**config.mk**
```make
export PLATFORM = sky130hd
export DESIGN_NAME = alu
export DESIGN_NICKNAME = d
export VERILOG_FILES = /design/src/rtl/alu_pkg.sv /design/src/rtl/alu_cmp.sv /design/src/rtl/alu.sv
export SDC_FILE = /design/constraint.sdc
export NUM_CORES = 1
export LEC_CHECK = 0
export ABC_AREA = 1
export CAP_MARGIN = 20
export CORE_MARGIN = 4
export CORE_UTILIZATION = 45
export DETAILED_ROUTE_END_ITERATION = 10
export GPL_TIMING_DRIVEN = 0
export PLACE_DENSITY = 0.66
export REMOVE_ABC_BUFFERS = 1
export SETUP_SLACK_MARGIN = 0.2
export SYNTH_ARGS = -nofsm -noshare
export SYNTH_HDL_FRONTEND = slang
export SYNTH_SLANG_ARGS = --single-unit
```
**constraint.sdc**
```tcl
create_clock -name clk -period 9.9 [get_ports clk]
set_clock_uncertainty 0.2 [all_clocks]
set_input_delay 1.485 -clock clk [delete_from_list [all_inputs] [get_ports clk]]
set_output_delay 1.485 -clock clk [all_outputs]
set_load 0.02 [all_outputs]
```
**src/rtl/alu_pkg.sv**
```systemverilog
// alu_pkg
// Shared definitions for the RV32I integer ALU and the control decoder that
// drives it: the datapath width and the 4-bit ALU operation encoding.
package alu_pkg;

    // Datapath width of the core.
    localparam int XLEN = 32;

    // Operation select driven onto ALUControl. Codes 1010-1110 are branch
    // conditions; they also produce A-B so a BEQ decision can use zero.
    typedef enum logic [3:0] {
        ALU_ADD  = 4'b0000,
        ALU_SUB  = 4'b0001,
        ALU_AND  = 4'b0010,
        ALU_OR   = 4'b0011,
        ALU_XOR  = 4'b0100,
        ALU_SLT  = 4'b0101,
        ALU_SLTU = 4'b0110,
        ALU_SLL  = 4'b0111,
        ALU_SRL  = 4'b1000,
        ALU_SRA  = 4'b1001,
        ALU_BNE  = 4'b1010,
        ALU_BLT  = 4'b1011,
        ALU_BGE  = 4'b1100,
        ALU_BLTU = 4'b1101,
        ALU_BGEU = 4'b1110,
        ALU_RSVD = 4'b1111
    } aluOp_t;

endpackage

```
**src/rtl/alu_cmp.sv**
```systemverilog
// alu_cmp
// Operand comparator shared by SLT/SLTU and the branch-condition ops.
// Ports:
//   a, b        in   operands (two's complement or unsigned, both views given)
//   ltSigned    out  1 when a < b as signed values
//   ltUnsigned  out  1 when a < b as unsigned values
//   equal       out  1 when a == b
module alu_cmp
    import alu_pkg::*;
#(
    parameter int XLEN = alu_pkg::XLEN
) (
    input  logic [XLEN-1:0] a,
    input  logic [XLEN-1:0] b,
    output logic            ltSigned,
    output logic            ltUnsigned,
    output logic            equal
);

    // Purely combinational compares; the signed view reinterprets the same
    // bits so one operand pair serves both the signed and unsigned branches.
    always_comb begin
        ltSigned   = $signed(a) < $signed(b);
        ltUnsigned = a < b;
        equal      = (a == b);
    end

endmodule

```
**src/rtl/alu.sv**
```systemverilog
// alu
// Combinational 32-bit RV32I integer ALU with a registered copy of its outputs
// for pipelined or debug consumers.
// Ports:
//   clk           in   clocks only the registered output copies
//   rst_n         in   synchronous active-low reset of the registered copies
//   ALUControl    in   operation select (alu_pkg::aluOp_t encoding)
//   SrcA, SrcB    in   operands; SrcB low bits also give the shift amount
//   ALUResult     out  combinational result
//   zero          out  combinational, 1 when ALUResult is all zeros
//   comparison    out  combinational branch-condition flag
//   result_q      out  ALUResult registered on rising clk
//   zero_q        out  zero registered on rising clk
//   comparison_q  out  comparison registered on rising clk
module alu
    import alu_pkg::*;
#(
    parameter int XLEN = alu_pkg::XLEN
) (
    input  logic            clk,
    input  logic            rst_n,
    input  logic [3:0]      ALUControl,
    input  logic [XLEN-1:0] SrcA,
    input  logic [XLEN-1:0] SrcB,
    output logic [XLEN-1:0] ALUResult,
    output logic            zero,
    output logic            comparison,
    output logic [XLEN-1:0] result_q,
    output logic            zero_q,
    output logic            comparison_q
);

    localparam int SHAMT_W = $clog2(XLEN);

    logic [SHAMT_W-1:0] shamt;
    logic [XLEN-1:0]    diff;
    logic               ltSigned;
    logic               ltUnsigned;
    logic               equal;

    alu_cmp #(
        .XLEN(XLEN)
    ) u_cmp (
        .a         (SrcA),
        .b         (SrcB),
        .ltSigned  (ltSigned),
        .ltUnsigned(ltUnsigned),
        .equal     (equal)
    );

    // Upper SrcB bits are ignored for shifts; the difference is shared by SUB
    // and every branch op so zero doubles as the BEQ condition.
    assign shamt = SrcB[SHAMT_W-1:0];
    assign diff  = SrcA - SrcB;

    // Operation mux. Defaults first so any unlisted or X select falls back to
    // the reserved behaviour (result 0, no branch) rather than holding state.
    always_comb begin
        ALUResult  = '0;
        comparison = 1'b0;
        case (ALUControl)
            ALU_ADD:  ALUResult = SrcA + SrcB;
            ALU_SUB:  ALUResult = diff;
            ALU_AND:  ALUResult = SrcA & SrcB;
            ALU_OR:   ALUResult = SrcA | SrcB;
            ALU_XOR:  ALUResult = SrcA ^ SrcB;
            ALU_SLT:  ALUResult = {{(XLEN-1){1'b0}}, ltSigned};
            ALU_SLTU: ALUResult = {{(XLEN-1){1'b0}}, ltUnsigned};
            ALU_SLL:  ALUResult = SrcA << shamt;
            ALU_SRL:  ALUResult = SrcA >> shamt;
            ALU_SRA:  ALUResult = $unsigned($signed(SrcA) >>> shamt);
            ALU_BNE: begin
                ALUResult  = diff;
                comparison = !equal;
            end
            ALU_BLT: begin
                ALUResult  = diff;
                comparison = ltSigned;
            end
            ALU_BGE: begin
                ALUResult  = diff;
                comparison = !ltSigned;
            end
            ALU_BLTU: begin
                ALUResult  = diff;
                comparison = ltUnsigned;
            end
            ALU_BGEU: begin
                ALUResult  = diff;
                comparison = !ltUnsigned;
            end
            default: begin
                ALUResult  = '0;
                comparison = 1'b0;
            end
        endcase
    end

    assign zero = (ALUResult == '0);

    // Registered copies of the combinational outputs. Reset clears only these;
    // the combinational path never sees rst_n.
    always_ff @(posedge clk) begin
        if (!rst_n) begin
            result_q     <= '0;
            zero_q       <= 1'b0;
            comparison_q <= 1'b0;
        end else begin
            result_q     <= ALUResult;
            zero_q       <= zero;
            comparison_q <= comparison;
        end
    end

endmodule

```
* Word-level counts from Yosys, hierarchy flattened
Cells that the tools add are included.
Word-level totals: flip-flop bits (word level) 34, output and inout port bits 68
Cells by class: muxes and demuxes 2, reduce and logical (&&, ||, !) cells 6, add/subtract/negate cells 2, bitwise logic cells 3, equal/unequal tests 15, shift operators 3, magnitude comparators 2
Operators by type and width (number):
- 32-bit one-hot mux with 10 select lines | 1
- 32-bit < comparator | 2
- 32-bit adder | 1
- 32-bit AND | 1
- 32-bit == test | 1
- 32-bit zero test | 1
- 32-bit OR | 1
- 32-bit by 5-bit << shifter with 32-bit output | 1
- 32-bit by 5-bit right shift with 32-bit output | 1
- 32-bit by 5-bit >>> shifter with 32-bit output | 1
- 32-bit subtractor | 1
- 32-bit bitwise XOR | 1
- 4-bit == test (second input constant) | 7
- 4-bit by 3-bit == test with 1-bit output (second input constant) | 4
- 4-bit by 2-bit == test with 1-bit output (second input constant) | 2
- 6-bit OR reduction | 1
- 1-bit one-hot mux with 5 select lines | 1
- 4-bit by 1-bit == test with 1-bit output (second input constant) | 1
- 4-bit zero test | 1
- 1-bit zero test | 3

* Longest topological paths before layout
depth in word-level cells 4, gate-level depth with buffers 24

* Hierarchy
A second synthesis with hierarchy kept.
Second synthesis, totals: cells, all modules 2080, area total of the unflattened synthesis 11157.0 um^2
Modules (own cells, without submodules):
- alu | cells an instance 1934, sequential area each 680.7 um^2, area each 10269.8 um^2, instances 1
- alu_cmp | cells an instance 146, sequential area each 0.0 um^2, area each 887.1 um^2, instances 1

* Least setup slack after synthesis
No wires, ideal clock.
path kind input -> output, start point in SrcB[3], end point out zero, data required time 8.215 ns, stages on the path 20, arrival time 4.284 ns, slack 3.931 ns, cells stage by stage clkinv_1 > clkbuf_1 > clkbuf_1 > ha_1 > buf_4 > nor2_1 > nand3_1 > nand3_1 > nand2_1 > nand2_1 > nand2_1 > nand2_1 > nor2_1 > nor2_1 > nand3_1 > nor2_1 > nand2_1 > nor2_1 > nand2_1 > nor2_1
On the way: word-level cells in the longest chain between the ends 3, elaborated cells on any way between the ends 12, classes of those cells add/sub: 2; order compare: 2; shift: 3; mux: 1; bitwise: 3; reduce/logical: 1
Ends and longest elaborated chain:
- from (decl) | line alu.sv:24 | input logic [XLEN-1:0] SrcB,
- 32-bit subtractor (tied with other cells) | line alu.sv:54 | assign diff = SrcA - SrcB;
- 32-bit one-hot mux with 10 select lines (*) | line alu.sv:61 | case (ALUControl)
- named net ALUResult[9] | line alu.sv:25 | output logic [XLEN-1:0] ALUResult,
- 32-bit zero test (*) | line alu.sv:99 | assign zero = (ALUResult == '0);
- to (decl) | line alu.sv:26 | output logic zero,
Mark *: on every way through the listed nets, which the timed path passes. The rest lies on a longest branch.

* Final worst setup path
start point in SrcB[4], end point out zero
On the way: word-level cells in the longest chain between the ends 3, elaborated cells on any way between the ends 12, classes of those cells add/sub: 2; order compare: 2; shift: 3; mux: 1; bitwise: 3; reduce/logical: 1
Ends and longest elaborated chain (line):
- 32-bit subtractor (tied with other cells) | alu.sv:54
- 32-bit one-hot mux with 10 select lines (*) | alu.sv:61
- 32-bit zero test (*) | alu.sv:99
Every way passes the cells marked *; elsewhere a longest branch is shown, timed or not.

==> flow_metrics.py <==
metrics = {
    "status": {
        "outcome": "completed",
    },
    "sta": {
        "worst_slack_ns": 1.18,
        "setup_tns_ns": 0,
        "final-max-slew-violation-count": 0,
        "max_freq_mhz": 115,
        "min_period_over_period_pct": 88.1,
        "relSlewSlack_pct": 24.8,
        "setup_violations": 0,
        "rsz0062_at_grt": "false",
        "worstMarginPinSlew_ns": 1.13,
        "fin_crit_ns": 8.72,
        "finalHoldViolations": 0,
    },
    "routing": {
        "ant_nets": 0,
        "met3_length_um": 7030,
        "routed_wl_um": 57700,
        "wire_per_inst_um": 21.0,
        "topRoutingLayerUsed": "met5",
        "drc": 0,
        "drt_first_pass_iters": 7,
        "vias_per_cell": 5.84,
        "wl_met1_um": 23100,
        "wl_met2_um": 24500,
        "vias": 16000,
        "drt-initial-drc-count": 2394,
    },
    "synth": {
        "synth_xor_area_share_pct": 0.0750,
        "synth_edf_count": 0,
        "ys_ff_latch": 34,
        "synth_area_um2": 11700,
        "netlist_instances": 2364,
        "yosysWarnings": 0,
        "synth_top_cell_by_area": "nand2_1",
        "synth_cell_type_count": 44,
        "synth_common_cells": "832 x nand2_1, 491 x nand3_1, 367 x inv_1",
        "ys.flop_type": "dfxtp_1",
        "yosysTopAreaCellShare_pct": 26.8,
        "synth_most_common_cell": "nand2_1",
        "yosys.area_share.simple_pct": 58.4,
        "synthAdderAreaFrac_pct": 11.0,
        "synth_top_family_by_area": "simple AND/OR/NAND/NOR gates",
        "yosysSeqAreaShare_pct": 5.83,
        "avgSynthCellArea_um2": 4.94,
        "synth_compound_area_share_pct": 7.80,
        "muxShareOfSynthArea_pct": 0,
        "yosys-top-cells-area": "nand2_1 27%, nand3_1 21%, inv_1 12%",
        "synthArstFlopShare_pct": 0,
    },
    "clock_tree": {
        "clk_pin_slew_ns": 0.06,
        "cts.path.max_buffers": 2,
        "hold_buffers": 0,
        "cts_sinks": 34,
        "root_buffer": "clkbuf_16",
        "htreeDepth": 2,
        "cts_tree": "yes",
        "post_cts_resize_count": 0,
        "cts_made_buffers": 5,
        "post_cts_buffers": 0,
    },
    "global_route": {
        "first_global_vias": 14300,
        "overflow": 0,
        "grt_max_degree": 70,
        "grt.total_usage_pct": 38.7,
        "antenna_found_initial": 3,
        "grt_pass1_wl_um": 84900,
    },
    "critical_path": {
        "arrival_ns": 7.04,
        "crit_type": "in2out",
        "startpoint_type": "input port",
        "required_ns": 8.22,
        "cp_max_fo": 24,
        "end_kind": "output port",
    },
    "floorplan": {
        "die_h_um": 169,
        "num_rows": 58,
        "core_area_um2": 25300,
        "io_pins": 138,
        "dieArea_um2": 28600,
        "die_w_um": 169,
        "initial_core_util_pct": 46.1,
    },
    "placement": {
        "port_buffers": 137,
        "preCtsSetupSlack_ns": 1.38,
        "dp_hpwl_um": 47700,
        "gp_congestion": 1.06,
    },
    "final_layout": {
        "drive_above_1_share_pct": 2.61,
        "nets": 2587,
        "area_growth_pct": 13.2,
        "final_util_pct": 52.2,
    },
    "pwr": {
        "p_leak_nw": 7.46,
        "vdd_drop_max_mv": 0.0706,
        "powerDensity_nw_per_um2": 84.7,
    },
    "job": {
        "drv_cap": 0,
    },
    "hold_path": {
        "min_path_type": "in2reg",
    },
}
[layer usage]
metal  vias up  global-route usage (%)
li1       7580                       -
met1      7208                    52.9
met2      1059                    61.1
met3       185                    5.89
met4         4                    15.6
met5         -                       0
[metrics by stage]
stage	area, µm²	hold slack [ns]	power [mW]	cells
after floorplan	11100	1.38	0.612	2265
after global placement	12900	2.08	0.920	2732
after detailed placement	13000	2.08	0.928	2738
after CTS	13200	1.86	1.10	2746
after global routing	13200	1.91	1.19	2747
final	13200	1.90	1.12	2748
[flip-flops by register name (all words and copies together) (netlist names)]
name	count
zero_q	1
comparison_q	1
result_q	32
[placed cells by master, fill, tap and decap left out, drive strengths merged, types with 25 or more instances in the layout]
master / count
nand2: 842
nand3: 492
inv: 381
nor2: 188
clkdlybuf4s50: 134
ha: 99
a21oi: 76
o21ai: 37
dfxtp: 34
nand4: 25
[logic make-up after synthesis]
kind of cell	count (synthesis)
fa+ha+maj	101
simple gates	1585
compound gates	161
xor+xnor	1
flops	34
buf+inv	482
[worst paths after layout]
path,from,end,slack (ns),cells after the start
setup / recovery,SrcB[4],zero,1.18,20
hold / removal,SrcB[3],result_q[6],1.90,7
[worst max-delay path, stage by stage]
cell	delay (ns)
clkdlybuf4s50_1	1.20
inv_1	0.78
ha_1	0.71
inv_1	0.14
nand2_1	0.10
nand2_1	0.12
inv_1	0.07
nand3_1	0.30
nand2_1	0.19
nand2_1	0.18
nand2_1	0.12
nand3_1	0.07
nand3_1	0.10
nand3_1	0.21
nor2_1	0.21
nand3_1	0.09
nor2_1	0.12
nand2_1	0.09
nor2_1	0.10
clkdlybuf4s50_1	0.63
[where the power goes]
part | leakage (nW) | total, mW | switching (mW) | internal, mW
Clock | 0.0739 | 0.168 | 0.0677 | 0.100
Combinational | 7.11 | 0.796 | 0.542 | 0.254
Sequential | 0.281 | 0.154 | 0.00330 | 0.151
[layout make-up]
class / instances / area (µm²)
fillers: 2863 / 12100
inverters: 383 / 1440
diodes: 1 / 2.50
flip-flops and latches: 34 / 681
multi-input cells: 1848 / 9010
repair buffers: 144 / 1510
clock inverters: 1 / 5.00
clock buffers: 7 / 143
well taps: 330 / 413
Power figures use the tool's default switching activity.
